<file path="src/rtl/data_path.sv">
// data_path: register file (PC, MAR, IR, A, B, CCR), the two internal buses
// and the 8-bit ALU of the 8-bit computer. It has no sequencing of its own and
// simply executes the strobes that control_unit issues each cycle.
module data_path #(
   parameter logic [7:0] RESET_PC = 8'h00
) (
   input  logic       Clk,
   input  logic       Reset,
   input  logic       IR_Load,
   input  logic       MAR_Load,
   input  logic       PC_Load,
   input  logic       PC_Inc,
   input  logic       A_Load,
   input  logic       B_Load,
   input  logic       CCR_Load,
   input  logic [2:0] ALU_Sel,
   input  logic [1:0] Bus1_Sel,
   input  logic [1:0] Bus2_Sel,
   input  logic [7:0] from_memory,
   output logic [7:0] address,
   output logic [7:0] to_memory,
   output logic [7:0] IR,
   output logic [3:0] CCR_Result
);

   typedef struct packed {
      logic n;
      logic z;
      logic v;
      logic c;
   } flags_t;

   logic [7:0] pc, mar, ir_q, a_q, b_q;
   flags_t     ccr;
   logic [7:0] bus1, bus2, alu_r;
   logic [8:0] sum9;
   flags_t     alu_f;

   // Bus1 source select; also the ALU X operand and the memory write data
   always_comb begin
      bus1 = 8'h00;
      case (Bus1_Sel)
         2'b00:   bus1 = pc;
         2'b01:   bus1 = a_q;
         2'b10:   bus1 = b_q;
         default: bus1 = 8'h00;
      endcase
   end

   // Bus2 source select; feeds every register load
   always_comb begin
      bus2 = 8'h00;
      case (Bus2_Sel)
         2'b00:   bus2 = alu_r;
         2'b01:   bus2 = bus1;
         2'b10:   bus2 = from_memory;
         default: bus2 = 8'h00;
      endcase
   end

   // ALU: X = Bus1, Y = B; N and Z are derived from the result for every op
   always_comb begin
      sum9    = 9'd0;
      alu_r   = 8'h00;
      alu_f   = '0;
      case (ALU_Sel)
         3'b000: begin
            sum9    = {1'b0, bus1} + {1'b0, b_q};
            alu_r   = sum9[7:0];
            alu_f.c = sum9[8];
            alu_f.v = (bus1[7] == b_q[7]) && (alu_r[7] != bus1[7]);
         end
         3'b001: begin
            sum9    = {1'b0, bus1} - {1'b0, b_q};
            alu_r   = sum9[7:0];
            alu_f.c = (bus1 < b_q);
            alu_f.v = (bus1[7] != b_q[7]) && (alu_r[7] != bus1[7]);
         end
         3'b010: alu_r = bus1 & b_q;
         3'b011: alu_r = bus1 | b_q;
         3'b100: alu_r = ~bus1;
         3'b101: begin
            alu_r   = bus1 + 8'd1;
            alu_f.v = (bus1 == 8'h7F);
            alu_f.c = (bus1 == 8'hFF);
         end
         3'b110: begin
            alu_r   = bus1 - 8'd1;
            alu_f.v = (bus1 == 8'h80);
            alu_f.c = (bus1 == 8'h00);
         end
         default: alu_r = bus1;
      endcase
      alu_f.n = alu_r[7];
      alu_f.z = (alu_r == 8'h00);
   end

   // Program counter: load beats increment, increment wraps naturally
   always_ff @(posedge Clk) begin
      if (Reset)        pc <= RESET_PC;
      else if (PC_Load) pc <= bus2;
      else if (PC_Inc)  pc <= pc + 8'd1;
   end

   // General registers: each loads Bus2 on its own strobe, otherwise holds
   always_ff @(posedge Clk) begin
      if (Reset) begin
         mar  <= 8'h00;
         ir_q <= 8'h00;
         a_q  <= 8'h00;
         b_q  <= 8'h00;
      end else begin
         if (MAR_Load) mar  <= bus2;
         if (IR_Load)  ir_q <= bus2;
         if (A_Load)   a_q  <= bus2;
         if (B_Load)   b_q  <= bus2;
      end
   end

   // Condition codes capture the flags of this cycle's ALU operation
   always_ff @(posedge Clk) begin
      if (Reset)         ccr <= '0;
      else if (CCR_Load) ccr <= alu_f;
   end

   assign address    = mar;
   assign to_memory  = bus1;
   assign IR         = ir_q;
   assign CCR_Result = ccr;

endmodule

</file>
<file path="config.mk">
export PLATFORM = sky130hd
export DESIGN_NAME = data_path
export DESIGN_NICKNAME = d
export VERILOG_FILES = /design/src/rtl/data_path.sv
export SDC_FILE = /design/constraint.sdc
export NUM_CORES = 1
export LEC_CHECK = 0
export ABC_AREA = 1
export CAP_MARGIN = 20
export CORE_ASPECT_RATIO = 0.5
export CORE_MARGIN = 1
export CORE_UTILIZATION = 40
export CTS_CLUSTER_DIAMETER = 200
export DETAILED_ROUTE_END_ITERATION = 8
export SYNTH_ARGS = -nofsm -noshare
export SYNTH_HDL_FRONTEND = slang
export SYNTH_SLANG_ARGS = --single-unit
</file>
<file path="constraint.sdc">
create_clock -name Clk -period 5.3 [get_ports Clk]
set_clock_uncertainty 0.2 [all_clocks]
set_input_delay 1.06 -clock Clk [delete_from_list [all_inputs] [get_ports Clk]]
set_output_delay 1.06 -clock Clk [all_outputs]
set_load 0.02 [all_outputs]
</file>
==> metrics.csv, run 1 <==
stage,metric,value,unit
outcome,status,"complete, no violations",
synthesis,syn_nets,662,
clock_network,path_clk_slew,0.06,ns
synthesis,syn_inst,606,
floorplan,die-width,140,um
floorplan,core,0.00898,sq mm
synthesis,synth_cell_types,37,
power,swShare,35.9,%
timing,fin_crit_sh,83.6,%
synthesis,synth_mux_area_share,0,%
placed_design,dpl-instance-area,0.00445,sq mm
floorplan,start_util,42.5,%
timing,slew_headroom,57.7,%
clock_network,post_cts_resized,0,
synthesis,synth-simple-area-share,37.5,%
floorplan,die_h,71.1,um
timing,slew_violations,0,
flow_run,max_cap_violations,0,
critical_path,cpPeakStageDelay,0.65,ns
critical_path,path_cells,"clkdlybuf4s50_1, nor2_2, nand2_1, nand3_1, nand2_1, inv_1, clkdlybuf4s50_1",
power,power.leakage,0.00237,uW
clock_network,cts_root_buf,clkbuf_16,
power,ir_drop,0.130,mV
power,power_switching,365,uW
power,p_seq_share,36.8,%
synthesis,synth-compound-area-share,15.1,%
power,comb_power_share,34.0,%
global_routing,grt_overflow_total,0,
timing,fin_crit,4.43,ns
synthesis,ys_warn_count,0,
timing,rsz0062_at_grt,false,
global_routing,grt_start_max_net_pins,33,
floorplan,fp.dieArea,0.00996,sq mm
synthesis,ys_ff_latch,44,
detailed_routing,vias,4037,
synthesis,synth_top_area_share,23.1,%
cells_and_area,drive_gt1_share,6.41,%
clock_network,cts_tree,done,
cells_and_area,utilization,51.0,%
global_routing,first_global_vias,3632,
synthesis,synth_top_family_by_area,simple AND/OR/NAND/NOR gates,
cells_and_area,final_common_cell,nand2_1,
critical_path,r2r_setup_slack,2.27,ns
critical_path,cp-start-kind,primary input,
cells_and_area,n_fill_cell,947,
placed_design,place.gp.congestion,0.932,
detailed_routing,vias_per_cell,5.23,
timing,tns,0,ns
power,clockPowerShare,29.3,%
cells_and_area,diodes,0,
global_routing,grtUsageTotal,23.9,%
placed_design,hpwl,9060,um
critical_path,criticalPathCategory,primary input to output port,
global_routing,antenna_found_initial,0,
synthesis,synthAdderAreaFrac,11.1,%
clock_network,numCtsBuffers,5,
clock_network,clockBufferDepth,2,
detailed_routing,drtPass1Iterations,5,
timing,hold_violations,0,
timing,setup_viol,0,
critical_path,cp_slowest_cell,clkdlybuf4s50_1,
clock_network,cts_max_level,2,
timing,worst_slew_pin_slew,0.633,ns
detailed_routing,drc,0,
floorplan,num_rows,24,
timing,fmax,226,MHz
clock_network,clkLatencyLatePin,0.29,ns
cells_and_area,final_area,0.00458,sq mm
synthesis,synthXorXnorAreaFrac,2.07,%
power,powerDensity,222,mW/mm^2
synthesis,syn_area_per_cell,6.30,sq um
detailed_routing,wl_per_cell,14.9,um
critical_path,end_kind,output port,
synthesis,synth_area_leader_cell,dfxtp_1,
min_path,hp-class,flop to flop,
floorplan,ios,52,
cells_and_area,layout_common_cells,"nand2_1, inv_1, nand3_1, nor2_1, clkdlybuf4s50_1",
placed_design,port-buffer-count,51,
cells_and_area,fin_nets,711,
critical_path,required,4.04,ns
synthesis,synthTopCellsByArea,"dfxtp_1, nand2_1, ha_1",
clock_network,cts_sinks,44,
cells_and_area,multi_input_area,0.00251,sq mm
power,power.internal,653,uW
critical_path,worst-path-max-fanout,8,
cells_and_area,seqCellArea,881,sq um
global_routing,grt_pass1_wl,18800,um
clock_network,post_cts_buffers,0,
synthesis,netlist_area,0.00382,sq mm
cells_and_area,layout-area-overhead-vs-synth,20.1,%
synthesis,ys_seq_area_share,23.1,%
critical_path,cp_data_arrival_time,3.17,ns
detailed_routing,drt-initial-drc-count,335,
detailed_routing,antenna_left,0,
clock_network,hold_buffers,0,
detailed_routing,drt_wl_total,11500,um
[kinds of logic after synthesis]
| kind of cell | count (synthesis) |
|---|---|
| buf+inv | 113 |
| compound gates | 97 |
| simple gates | 311 |
| xor+xnor | 9 |
| flops | 44 |
| fa+ha+maj | 32 |
[sequential cells by signal (all words and copies together) (netlist names)]
signal,flops
CCR_Result,4
IR,8
pc,8
b_q,8
a_q,8
address,8
[per-stage QoR]
step | setup slack (ns) | total power, uW | std cells | hold WS [ns]
after floorplan | 1.79 | 605 | 606 | 0.249
after detailed placement | 0.771 | 722 | 765 | 0.266
after CTS | 0.868 | 1020 | 772 | 0.277
after global placement | 0.752 | 723 | 765 | 0.256
after global routing | 0.666 | 1080 | 772 | 0.318
final | 0.871 | 1020 | 772 | 0.276
[cell usage after synthesis (all sizes together)]
library cell	instances
o31ai	1
a31oi	1
a21oi	36
nor2	69
xnor2	1
nand3	76
xor2	8
o211ai	17
o21bai	1
o2111ai	1
nand3b	3
inv	101
a21o	1
or2	2
clkbuf	11
and3	1
o21ai	29
nor3	5
a211oi	1
clkinv	1
a22oi	8
fa	3
nand4	12
dfxtp	44
nor3b	1
ha	29
o211a	1
nand2	142
[worst paths after layout]
| check | from | to | depth (start not counted) |
|---|---|---|---|
| min | CCR_Result[2]$_SDFFE_PP0P_ | CCR_Result[2]$_SDFFE_PP0P_ | 2 |
| max | Bus1_Sel[0] | to_memory[2] | 7 |
| max reg2reg | pc[0]$_SDFFE_PP0P_ | IR[6]$_SDFFE_PP0P_ | 19 |
| min reg2reg | CCR_Result[2]$_SDFFE_PP0P_ | CCR_Result[2]$_SDFFE_PP0P_ | 2 |
[area by class of cell]
class	instances	area share, %
Tap cell	117	3.19
Timing Repair Buffer	53	11.5
Clock buffer	5	2.73
Inverter	102	8.35
Sequential cell	44	19.2
Multi-Input combinational cell	449	54.8
Clock inverter	2	0.273
[power by group through the flow]
stage                     Clock (uW)  Combinational (uW)  Sequential, uW
after global placement             0                 341             382
after floorplan                    0                 217             388
final                            298                 346             374
after CTS                        303                 343             374
after global routing             320                 385             377
after detailed placement           0                 341             381
[per-layer routing]
layer,GRT usage (%),vias to the layer above,share of wire (%),wire length (um)
met3,3.66,7,5.7,657
met4,4.27,0,0.65,75
met5,0,-,0,0
met1,35.1,1829,53,6050
met2,37.3,133,41,4740
li1,-,2068,-,-
[critical path, delay by kind of cell]
kind,cells,cell delay [ns]
buffers and inverters,3,1.47
and+or+nand+nor,4,0.64
(Power assumes the default switching activity.)
==> run 2, diff against run 1 <==
==> constraint.sdc (replaced) <==
create_clock -name Clk -period 4.5 [get_ports Clk]
set_clock_uncertainty 0.2 [all_clocks]
set_input_delay 0.9 -clock Clk [delete_from_list [all_inputs] [get_ports Clk]]
set_output_delay 0.9 -clock Clk [all_outputs]
set_load 0.02 [all_outputs]
==> metrics.csv, run 2 (same netlist as run 1, synthesis figures left out) <==
stage,metric,value,unit
outcome,status,"complete, no violations",
clock_network,cts_max_level,2,
floorplan,fp.dieArea,0.00996,sq mm
clock_network,post_cts_buffers,0,
detailed_routing,wl_per_cell,15.0,um
cells_and_area,layout-area-overhead-vs-synth,21.8,%
detailed_routing,drt-initial-drc-count,385,
timing,fin_crit,4.24,ns
clock_network,path_clk_slew,0.06,ns
floorplan,die-width,140,um
detailed_routing,highest_layer,met4,
clock_network,numCtsBuffers,5,
cells_and_area,fin_nets,720,
cells_and_area,utilization,51.8,%
placed_design,pre_cts_ws,0.0421,ns
cells_and_area,fin_cells,781,
timing,fin_crit_sh,94.1,%
global_routing,grtUsageTotal,24.4,%
critical_path,cp_slowest_cell,clkdlybuf4s50_1,
power,power_switching,429,uW
timing,slew_headroom,56.0,%
detailed_routing,dr_wl_met2,4800,um
timing,setup_viol,0,
detailed_routing,m1WireLength,6120,um
timing,whs,0.266,ns
placed_design,place.gp.congestion,0.939,
detailed_routing,drt_wl_total,11700,um
clock_network,clkLatencyLatePin,0.28,ns
global_routing,grt_overflow_total,0,
clock_network,cts_tree,done,
power,power.internal,777,uW
global_routing,grt_pass1_wl,19200,um
flow_run,max_cap_violations,0,
detailed_routing,vias_per_cell,5.24,
timing,layout_setup_ws,0.264,ns
floorplan,num_rows,24,
critical_path,cp_num_buf_inv,4,
cells_and_area,drive_gt1_share,7.53,%
critical_path,cpPeakStageDelay,0.67,ns
detailed_routing,wl_met3,692,um
power,powerDensity,259,mW/mm^2
critical_path,end_kind,flop,
critical_path,worst-path-max-fanout,9,
power,clockPowerShare,28.8,%
global_routing,first_global_vias,3726,
floorplan,die_h,71.1,um
critical_path,critical_path.top_delay_family,simple AND/OR/NAND/NOR gates,
critical_path,required,4.53,ns
clock_network,cts_root_buf,clkbuf_16,
placed_design,hpwl,9280,um
clock_network,post_cts_resized,0,
power,p_seq_share,36.6,%
power,power.leakage,0.00242,uW
critical_path,criticalPathCategory,primary input to flop,
timing,fmax,236,MHz
clock_network,clockBufferDepth,2,
power,swShare,35.6,%
critical_path,crit_path_frequent_cell,nand2_1,
timing,worst_slew_pin_slew,0.657,ns
timing,hold_violations,0,
timing,tns,0,ns
floorplan,ios,52,
detailed_routing,vias,4089,
power,ir_drop,0.164,mV
detailed_routing,drc,0,
clock_network,hold_buffers,0,
power,comb_power_share,34.6,%
placed_design,post-place-cells,774,
critical_path,cp_data_arrival_time,4.27,ns
cells_and_area,layout_common_cells,"nand2_1, inv_1, nand3_1, nor2_1, clkdlybuf4s50_1",
global_routing,grt_start_max_net_pins,19,
critical_path,cp-start-kind,primary input,
cells_and_area,diodes,0,
cells_and_area,final_common_cell,nand2_1,
critical_path,path_cells,"clkdlybuf4s50_1, nor2_2, nand2_1, nand3_2, inv_1, ha_1, inv_1, fa_1, a21oi_1, o21ai_0, nand2_1, nand2_1, nand2_1, nand2_1, nand2_1, nand3_1, nand2_1, nand3_2, nand3_1, nand2_1, inv_1",
floorplan,core,0.00898,sq mm
floorplan,start_util,42.5,%
placed_design,port-buffer-count,51,
detailed_routing,antenna_left,0,
min_path,hp-class,flop to flop,
global_routing,antenna_found_initial,0,
detailed_routing,drtPass1Iterations,5,
clock_network,cts_sinks,44,
timing,rsz0062_at_grt,false,
timing,slew_violations,0,
## run 2: per-layer routing
layer	track usage [%]	vias up
met3	3.32	8
met1	35.9	1865
li1	-	2092
met4	4.88	0
met5	0	-
met2	38.0	124
## run 2: power by group through the flow
stage	clock (uW)	combinational, uW	sequential, uW
after global routing	370	465	445
after detailed placement	0	411	449
after CTS	351	413	441
after floorplan	0	255	457
after global placement	0	412	449
final	347	417	442
## run 2: cell type report
cell class,instances,area [sq um]
Sequential cell,44,881
Timing Repair Buffer,62,593
Clock inverter,1,5.00
Tap cell,117,146
Multi-Input combinational cell,449,2510
Clock buffer,6,129
Fill cell,916,4330
Inverter,102,383
## run 2: worst paths after layout
kind	endpoint	from	slack, ns	cells past startpoint
max	IR[6]$_SDFFE_PP0P_	Bus1_Sel[0]	0.26	21
min	CCR_Result[2]$_SDFFE_PP0P_	CCR_Result[2]$_SDFFE_PP0P_	0.27	2
max reg2reg	IR[6]$_SDFFE_PP0P_	pc[0]$_SDFFE_PP0P_	1.34	19
min reg2reg	CCR_Result[2]$_SDFFE_PP0P_	CCR_Result[2]$_SDFFE_PP0P_	0.27	2
## run 2: worst reg2reg max path, cell delays in order (launching register included)
cell,delay (ns)
dfxtp_1,0.36
nand2_1,0.13
nand3_2,0.25
inv_1,0.17
ha_1,0.15
inv_1,0.07
fa_1,0.42
a21oi_1,0.19
o21ai_0,0.15
nand2_1,0.11
nand2_1,0.06
nand2_1,0.08
nand2_1,0.05
nand2_1,0.07
nand3_1,0.07
nand2_1,0.17
nand3_2,0.16
nand3_1,0.13
nand2_1,0.07
inv_1,0.05
## run 2: stage by stage
stage	power, uW	area, sq um
finish	1210	4650
global route	1280	4650
CTS	1210	4650
detailed placement	860	4510
global placement	862	4510
floorplan	712	3820
==> run 3, diff against run 2 <==
--- a/config.mk
+++ b/config.mk
@@ -10,7 +10,6 @@
 export CORE_ASPECT_RATIO = 0.5
 export CORE_MARGIN = 1
 export CORE_UTILIZATION = 40
-export CTS_CLUSTER_DIAMETER = 200
 export DETAILED_ROUTE_END_ITERATION = 8
 export SYNTH_ARGS = -nofsm -noshare
 export SYNTH_HDL_FRONTEND = slang
==> results of run 3 <==
No change in the layout: final DEF, timing and power equal those of run 2.
